[src/rtl/encoder_8x3_arb_pkg.sv]
// Shared definitions for the 8:3 arbitrating encoder.
// Holds the controller state encoding, the lane count and the lane index width.
package encoder_8x3_arb_pkg;

  localparam int unsigned NUM_LANES = 8;
  localparam int unsigned IDX_W     = 3;

  typedef enum logic {
    ST_IDLE = 1'b0,
    ST_HOLD = 1'b1
  } state_e;

endpackage : encoder_8x3_arb_pkg

[src/rtl/encoder_8x3_arb_prio_enc.sv]
// prio_enc_8x3: combinational priority encoder with a rotating start lane.
// Ports:
//   req   - per-lane request vector
//   start - lane at which the search begins (wraps 7 -> 0)
//   found - at least one request bit is set
//   idx   - first requesting lane at or after start
module prio_enc_8x3
  import encoder_8x3_arb_pkg::*;
(
  input  logic [NUM_LANES-1:0] req,
  input  logic [IDX_W-1:0]     start,
  output logic                 found,
  output logic [IDX_W-1:0]     idx
);

  logic [IDX_W-1:0] lane;

  // Walk from the farthest offset down to offset 0 so the nearest hit wins.
  always_comb begin
    found = 1'b0;
    idx   = '0;
    lane  = '0;
    for (int k = NUM_LANES - 1; k >= 0; k--) begin
      lane = start + IDX_W'(k);
      if (req[lane]) begin
        found = 1'b1;
        idx   = lane;
      end
    end
  end

endmodule : prio_enc_8x3

[src/rtl/encoder_8x3_arb.sv]
// encoder_8x3_arb: captures one requesting lane's data per cycle into a
// single-word output register with valid/ready handshake.
// Lane selection is fixed priority (lowest index wins) by default, or
// round-robin when the macro ROUND_ROBIN_EN is defined.
// Ports:
//   clk, rst   - clock and synchronous active-high reset
//   en         - active-low enable (1 = no new captures)
//   req, din   - per-lane request and flattened lane data (lane i at [i*DW +: DW])
//   grant      - one-hot pulse naming the lane captured
//   dout       - captured lane data
//   out_idx    - binary index of the captured lane
//   out_valid  - dout/out_idx hold an unaccepted word
//   out_ready  - downstream accepts when out_valid && out_ready
module encoder_8x3_arb
  import encoder_8x3_arb_pkg::*;
#(
  parameter int unsigned DW = 8
) (
  input  logic                    clk,
  input  logic                    rst,
  input  logic                    en,
  input  logic [NUM_LANES-1:0]    req,
  input  logic [NUM_LANES*DW-1:0] din,
  output logic [NUM_LANES-1:0]    grant,
  output logic [DW-1:0]           dout,
  output logic [IDX_W-1:0]        out_idx,
  output logic                    out_valid,
  input  logic                    out_ready
);

  state_e                 state_q, state_d;
  logic [NUM_LANES-1:0]   grant_q, grant_d;
  logic [DW-1:0]          dout_q, dout_d;
  logic [IDX_W-1:0]       idx_q, idx_d;

  logic                   found;
  logic [IDX_W-1:0]       sel;
  logic [IDX_W-1:0]       start;
  logic                   eligible;
  logic                   capture;

`ifdef ROUND_ROBIN_EN
  logic [IDX_W-1:0]       last_idx_q, last_idx_d;

  // Search begins just past the most recently granted lane.
  assign start = last_idx_q + IDX_W'(1);
`else
  assign start = '0;
`endif

  prio_enc_8x3 u_prio_enc (
    .req   (req),
    .start (start),
    .found (found),
    .idx   (sel)
  );

  // Next-state and capture logic.
  always_comb begin
    state_d  = state_q;
    grant_d  = '0;
    dout_d   = dout_q;
    idx_d    = idx_q;
`ifdef ROUND_ROBIN_EN
    last_idx_d = last_idx_q;
`endif
    eligible = !en && found;
    // A slot is free in IDLE, or in HOLD when the held word is being accepted.
    capture  = eligible && ((state_q == ST_IDLE) || out_ready);

    case (state_q)
      ST_IDLE: if (eligible) state_d = ST_HOLD;
      ST_HOLD: if (out_ready) state_d = eligible ? ST_HOLD : ST_IDLE;
      default: state_d = ST_IDLE;
    endcase

    if (capture) begin
      grant_d = NUM_LANES'(1) << sel;
      dout_d  = din[sel*DW +: DW];
      idx_d   = sel;
`ifdef ROUND_ROBIN_EN
      last_idx_d = sel;
`endif
    end
  end

  // State and output registers.
  always_ff @(posedge clk) begin
    if (rst) begin
      state_q <= ST_IDLE;
      grant_q <= '0;
      dout_q  <= '0;
      idx_q   <= '0;
`ifdef ROUND_ROBIN_EN
      last_idx_q <= IDX_W'(NUM_LANES - 1);
`endif
    end else begin
      state_q <= state_d;
      grant_q <= grant_d;
      dout_q  <= dout_d;
      idx_q   <= idx_d;
`ifdef ROUND_ROBIN_EN
      last_idx_q <= last_idx_d;
`endif
    end
  end

  assign grant     = grant_q;
  assign dout      = dout_q;
  assign out_idx   = idx_q;
  assign out_valid = (state_q == ST_HOLD);

endmodule : encoder_8x3_arb
[config.mk]
export PLATFORM = sky130hd
export DESIGN_NAME = encoder_8x3_arb
export DESIGN_NICKNAME = d
export VERILOG_FILES = /design/src/rtl/encoder_8x3_arb_pkg.sv /design/src/rtl/encoder_8x3_arb_prio_enc.sv /design/src/rtl/encoder_8x3_arb.sv
export SDC_FILE = /design/constraint.sdc
export NUM_CORES = 1
export LEC_CHECK = 0
export CAP_MARGIN = 20
export CORE_MARGIN = 8
export CORE_UTILIZATION = 35
export CTS_CLUSTER_SIZE = 10
export DETAILED_ROUTE_END_ITERATION = 10
export PLACE_DENSITY = 0.86
export SYNTH_ARGS = -nofsm -noshare
export SYNTH_HDL_FRONTEND = slang
export SYNTH_SLANG_ARGS = --single-unit
[constraint.sdc]
create_clock -name clk -period 3.27 [get_ports clk]
set_input_delay 0.327 -clock clk [delete_from_list [all_inputs] [get_ports clk]]
set_output_delay 0.327 -clock clk [all_outputs]
set_load 0.1 [all_outputs]
; Yosys cells after proc, flatten, opt, wreduce, memory -nomap -nowiden
; Index checks and enable logic that the tools add are counted.
[word_totals]
reg_bits = 20
inputBits = 76
[op_classes]
n_shift = 2
muxes = 19
n_bitwise = 2
n_reduce_logical = 5
[ops]
columns = operator, n
row1 = $shiftx 64x7->8, 1
row2 = $mux 3, 8
row3 = $mux 1, 10
row4 = $shl 1x3->8 const A, 1
row5 = $logic_and 1x1->1, 2
row6 = $not 1->1, 2
row7 = $pmux 1 s2, 1
row8 = $reduce_or 2->1, 1
row9 = $logic_not 1->1, 1
row10 = $logic_or 1x1->1, 1

; Longest topological paths before layout
; Gate-level depths: netlist of run 1.
[depth]
depth_word = 12
mapped_depth = 6

; Modules after synthesis
; Synthesis of run 1 repeated with hierarchy kept, for this count alone.
[hier_totals]
cells_unflattened = 201
area_unflattened_um2 = 1964.4
[by_module_without_submodules]
columns = mod, instances, cells_each, area_each_um2, seq_area_each_um2
row1 = encoder_8x3_arb, 1, 111, 1182.4, 400.4
row2 = prio_enc_8x3, 1, 90, 782.0, 0.0

; Worst setup path before layout of run 1
; No wires, ideal clock.
[synth_timing]
path_kind = register -> register
start = register state_q, in the netlist out_valid
end = register dout_q[6], in the netlist dout[6]
setup_ns = 0.087
t_arrival_ns = 1.715
slack_ns = 1.468
path_stages_with_launch = 7
path_buffers = 1
period_less_slack_ns = 1.802
cell_sequence = dfxtp_1 > nor2b_1 > a311oi_1 > nor2_1 > buf_2 > nand2_1 > o31ai_1
[synth_between]
elab_chain_len = 3
[synth_rtl]
columns = element, line_no
row1 = "start, declared", encoder_8x3_arb.sv:31  ; state_e state_q, state_d;
row2 = "start signal, assigned", encoder_8x3_arb.sv:98  ; state_q <= state_d;
row3 = $not 1->1, -
row4 = $logic_or 1x1->1, encoder_8x3_arb.sv:69  ; capture = eligible && ((state_q == ST_IDLE) || out_ready);
row5 = $logic_and 1x1->1, encoder_8x3_arb.sv:69
row6 = "end signal, assigned", encoder_8x3_arb.sv:100  ; dout_q <= dout_d;
row7 = "end, declared", encoder_8x3_arb.sv:33  ; logic [DW-1:0] dout_q, dout_d;
; No other way between the ends.
; A chain may end at the register's enable or synchronous reset.

; Worst setup path in the final report of run 1
[layout_timing]
start = input port req[4]
end = register idx_q[0], in the netlist out_idx[0]
[layout_between]
elab_chain_len = 7
elab_cells_between_ends = 12
cone_classes = mux: 10 / reduce/logical: 2
[layout_rtl]
columns = element, line_no
row1 = "start, declared", encoder_8x3_arb.sv:22  ; input logic [NUM_LANES-1:0] req,
row2 = $mux 1 (5 in a row), encoder_8x3_arb_prio_enc.sv:25  ; if (req[lane]) begin
row3 = $logic_and 1x1->1, encoder_8x3_arb.sv:67  ; eligible = !en && found;
row4 = $logic_and 1x1->1, encoder_8x3_arb.sv:69
row5 = "end signal, assigned", encoder_8x3_arb.sv:101  ; idx_q <= idx_d;
row6 = "end, declared", encoder_8x3_arb.sv:34  ; logic [IDX_W-1:0] idx_q, idx_d;
; Several ways; a longest one is shown, not always the timed one.

==> flow_summary.toml, run 1 <==
[run_status]
outcome = "completed"

[logic_synthesis]
ys_warn_count = 0
synth_cell_types = 29
synthArstFlopShare = 0
ys.flop_type = "dfxtp_1"
ys_seq_elements = 20
synth_edf_count = 0
syn_area_mm2 = 0.00116
ys_seq_area_frac = 0.346
syn_avg_cell_area_um2 = 8.96
synth_fp_nets = 205
synth_cells = 129

[layout]
layout_common_cells = "clkdlybuf4s50_1 (95), dfxtp_1 (20), nor2_1 (18)"
area.growth.synth_to_final_pct = 87.2
final_nets = 301
drive_above_1_share = 0.0628
final_util = 0.664
fin_area_mm2 = 0.00216
fill_cells = 292
layoutNonFillerInstCount = 269
n_antenna_cell = 0
final_common_cell = "clkdlybuf4s50_1"

[placed_design]
dpl_cell_area_mm2 = 0.00214
pre_cts_ws_ps = 574
placed_cells = 266
hpwl_um = 3800
routabilityCongestion = 0.808
portBuffers = 95

[worst_setup_path]
path_class = "primary input to flop"
critPathMaxFanout = 11
crit_required_ps = 3480
arrival_ps = 2600
worstSetupStartpointType = "primary input"
end_kind = "flop"

[power]
powerDensity_mw_per_mm2 = 299
total_power_uw = 648
p_leak_nw = 0.774
ir_drop_mv = 0.151

[routing]
wl_um = 4500
viasPerCell = 5.18
ant_nets = 0
drt_iter0_drc = 76
drc = 0
dr.pass1.iters = 4
wl_per_cell_um = 16.7
vias = 1393

[sta]
rsz0062_at_grt = "false"
setup_viol = 0
fin_tns_setup_ps = 0
slew_headroom = 0.313
setup_slack_ps = 883
min_period_ps = 2390
fmax_mhz = 419
finClkSkew_ps = 2.99
post-route-period-util = 0.730
worstMarginPinSlew_ps = 1030
hold_viol = 0
slew_viol_final = 0
holdWs_ps = 452

[die]
rows = 21
core_mm2 = 0.00326
die_w_um = 73.5
die-area_mm2 = 0.00540
ioPinCount = 96
die_y_um = 73.5
start_util = 0.355

[cts]
post_cts_buffers = 0
clkSinkCount = 20
numCtsBuffers = 3
cts_buffer_depth = 2
cts_max_level = 1
path_clk_slew_ps = 100
cts_tree = "yes"
cts_resized = 0
clock_latency_ps = 290
cts_root_buf = "clkbuf_4"
hold_buffers = 0

[grt]
grt_overflow = 0
grt_pass1_vias = 1431
grt_start_max_net_pins = 18
grt_pass1_wl_um = 6900
grt_usage = 0.158
grt_antenna_before_repair = 0

[min_path]
holdCritPathClass = "flop to flop"

[run]
maxCapViolCount = 0
layer usage:
metal	wire, um	part of all wire	global-route usage
met2	2110	0.47	0.263
met1	1930	0.43	0.194
met3	439	0.098	0.0423
met4	27	0.0060	0.0443
met5	0	0	0
worst paths after layout:
path,start,to,slack (ps),cells after the start
worst max-delay path,req[4],out_idx[0],880,6
worst min-delay path,out_idx[2],out_idx[2],450,2
worst max register to register,out_valid,out_idx[0],1710,5
worst min register to register,out_idx[2],out_idx[2],450,2
registers in the layout, summed over array words and instances, names as in the netlist:
name / cells
dout: 8
grant: 8
out_idx: 3
out_valid: 1
logic make-up after synthesis:
kind of cell	count (synthesis)	share of synthesized area
compound gates	50	0.389
flops	20	0.346
simple gates	46	0.207
buf+inv	13	0.0584
critical path, cell delays in order:
cell and delay [ps]:
clkdlybuf4s50_1 520, nor4_1 660, a311oi_1 220, nor2_1 650, nand2_1 130, o31ai_1 90
synth_stat cells (2+ instances only):
| cell type | n | area [um^2] |
|---|---|---|
| dfxtp_1 | 20 | 400 |
| o31ai_1 | 10 | 75.1 |
| a21oi_1 | 2 | 10.0 |
| buf_6 | 2 | 22.5 |
| a221oi_1 | 15 | 131 |
| buf_2 | 3 | 15.0 |
| nor2_1 | 18 | 67.6 |
| a221oi_2 | 2 | 30.0 |
| a221o_1 | 16 | 160 |
| nand2_1 | 12 | 45.0 |
| inv_1 | 5 | 18.8 |
| buf_1 | 2 | 7.51 |
| nor2b_1 | 2 | 12.5 |
| nand2b_1 | 4 | 25.0 |
| or3_1 | 2 | 12.5 |
area by class of cell:
| type | instances | area, um^2 | area share |
|---|---|---|---|
| Tap cell | 46 | 57.6 | 0.0266 |
| Inverter | 6 | 22.5 | 0.0104 |
| Clock buffer | 3 | 22.5 | 0.0104 |
| Multi-Input combinational cell | 96 | 688 | 0.318 |
| Timing Repair Buffer | 98 | 973 | 0.450 |
| Sequential cell | 20 | 400 | 0.185 |
where the power goes:
| part | internal, mW | switching, mW |
|---|---|---|
| clock | 0.0428 | 0.0689 |
| sequential | 0.255 | 0.00484 |
| combinational | 0.128 | 0.148 |
| total | 0.426 | 0.222 |
Power figures use the tool's default switching activity.
==> inputs of run 2 (changes only) <==
--- a/config.mk
+++ b/config.mk
@@ -7,10 +7,10 @@
 export LEC_CHECK = 0
 export CAP_MARGIN = 20
 export CORE_MARGIN = 8
-export CORE_UTILIZATION = 35
+export CORE_UTILIZATION = 29
 export CTS_CLUSTER_SIZE = 10
 export DETAILED_ROUTE_END_ITERATION = 10
-export PLACE_DENSITY = 0.86
+export PLACE_DENSITY = 0.76
 export SYNTH_ARGS = -nofsm -noshare
 export SYNTH_HDL_FRONTEND = slang
 export SYNTH_SLANG_ARGS = --single-unit
==> constraint.sdc (replaced) <==
create_clock -name clk -period 2.1 [get_ports clk]
set_input_delay 0.21 -clock clk [delete_from_list [all_inputs] [get_ports clk]]
set_output_delay 0.21 -clock clk [all_outputs]
set_load 0.1 [all_outputs]
==> run 2 against run 1 <==
Net effect: global-route usage decreased by 0.41 points; routed wire length increased by 13%; sequential share of layout area decreased by 1.7 points; register-to-register slack got worse by 1100 ps; worst setup slack got worse by 780 ps; clock power increased to 3.4 times the previous value; sequential cell count unchanged; clock-buffer cell count unchanged; cell count increased by 10%; combinational power increased by 69%; clock skew decreased by 1.8 ps; largest cell class unchanged; largest power group unchanged.
==> flow_summary.toml, run 2 (synthesis gave the netlist of run 1 again) <==
[placed_design]
dpl_cell_area_mm2 = 0.00227
routabilityCongestion = 0.871
pre_cts_ws_ps = -284
hpwl_um = 4140
portBuffers = 95

[sta]
fin_tns_setup_ps = 0
min_period_ps = 2000
slew_viol_final = 0
setup_slack_ps = 104
worstMarginPinSlew_ps = 774
fmax_mhz = 501
setup_viol = 0
hold_viol = 0
finClkSkew_ps = 1.19
post-route-period-util = 0.951
slew_headroom = 0.483

[grt]
grt_usage = 0.154
grt_pass1_wl_um = 7810
grt_start_max_net_pins = 18
grt_overflow = 0
grt_pass1_vias = 1549
grt_antenna_before_repair = 0

[cts]
clock_latency_ps = 260
cts_max_level = 1
clkSinkCount = 20
hold_buffers = 0
cts_root_buf = "clkbuf_8"
path_clk_slew_ps = 80
cts_tree = "yes"
numCtsBuffers = 3
post_cts_buffers = 0
cts_buffer_depth = 2

[worst_setup_path]
path_cells = "clkdlybuf4s50_1 -> buf_4 -> buf_4 -> or3_4 -> a22oi_2 -> buf_4 -> a221o_1 -> a221oi_2 -> o31ai_1"
worstSetupStartpointType = "primary input"
arrival_ps = 2170
slowest_stage = "clkdlybuf4s50_1"
end_kind = "flop"
critPathMaxFanout = 4
crit_required_ps = 2280
path_class = "primary input to flop"
crit_top_cell = "buf_4"
path_delay_family = "buffers and inverters"
max_stage_delay_ps = 430
cp_num_buf_inv = 4

[layout]
final_nets = 323
fin_area_mm2 = 0.00239
final_util = 0.610
layout_common_cells = "clkdlybuf4s50_1 (74), buf_4 (42), dfxtp_1 (20)"
final_common_cell = "clkdlybuf4s50_1"
drive_above_1_share = 0.248
area.growth.synth_to_final_pct = 106
n_antenna_cell = 0
fill_cells = 373

[routing]
ant_nets = 0
viasPerCell = 5.08
drc = 0
wl_per_cell_um = 17.2
drt_iter0_drc = 97
dr.pass1.iters = 4
vias = 1504
wl_um = 5090

[run]
maxCapViolCount = 0

[die]
rows = 23
die_w_um = 79.1
ioPinCount = 96
die_y_um = 79.1
die-area_mm2 = 0.00626
core_mm2 = 0.00391
start_util = 0.295

[power]
ir_drop_mv = 0.253
total_power_mw = 1.26
p_leak_nw = 0.960
powerDensity_mw_per_mm2 = 526

[run_status]
outcome = "completed"

[min_path]
holdCritPathClass = "flop to flop"
## run 2: per-layer routing
metal  track usage  share of wire  routed length [um]
met1         0.185           0.40                2020
met2         0.260           0.51                2600
met3        0.0372          0.078                 399
met4        0.0574          0.012                  61
met5             0              0                   0
## run 2: worst min-delay path, stage by stage, from the launching register on
cell and delay, ps:
dfxtp_1 320, nand2_1 50, nand2_1 40
## run 2: worst paths after layout
check / start / endpoint / slack [ps] / cells past startpoint
worst max-delay path: req[3] / dout[6] / 100 / 9
worst min register to register: out_idx[2] / out_idx[2] / 450 / 2
worst min-delay path: out_idx[2] / out_idx[2] / 450 / 2
worst max register to register: out_valid / out_idx[1] / 630 / 5
## run 2: what timing repair did
item | 4_1_cts | 5_1_grt
setup endpoints to repair | 3 | 11
pin swaps | 0 | 3
resized for setup | 1 | 8
endpoints found under the hold margin | 0 | 0
## run 2: layout make-up
type                       instances  area [um^2]  share of cell area
clock buffer                       3         41.3              0.0173
clock inverter                     1         30.0              0.0126
inverter                           6         22.5             0.00944
multi-input combinational         96          718               0.301
sequential                        20          400               0.168
tap                               50         62.6              0.0262
timing repair buffer             120         1110               0.466
## run 2: metrics by stage
stage               cells  hold slack, ps
finish                296             445
global route          296             457
CTS                   296             449
detailed placement    292             438
global placement      292             432
floorplan             129             282
## run 2: report_power, final
group | internal, mW | switching [mW]
registers | 0.396 | 0.00759
clock network | 0.254 | 0.131
logic | 0.224 | 0.243
total | 0.875 | 0.382
==> inputs of run 3 (changes only) <==
--- a/config.mk
+++ b/config.mk
@@ -11,6 +11,7 @@
 export CTS_CLUSTER_SIZE = 10
 export DETAILED_ROUTE_END_ITERATION = 10
 export PLACE_DENSITY = 0.76
+export SLEW_MARGIN = 5
 export SYNTH_ARGS = -nofsm -noshare
 export SYNTH_HDL_FRONTEND = slang
 export SYNTH_SLANG_ARGS = --single-unit
==> results of run 3 <==
Final layout, timing and power as in run 2 (identical DEF).
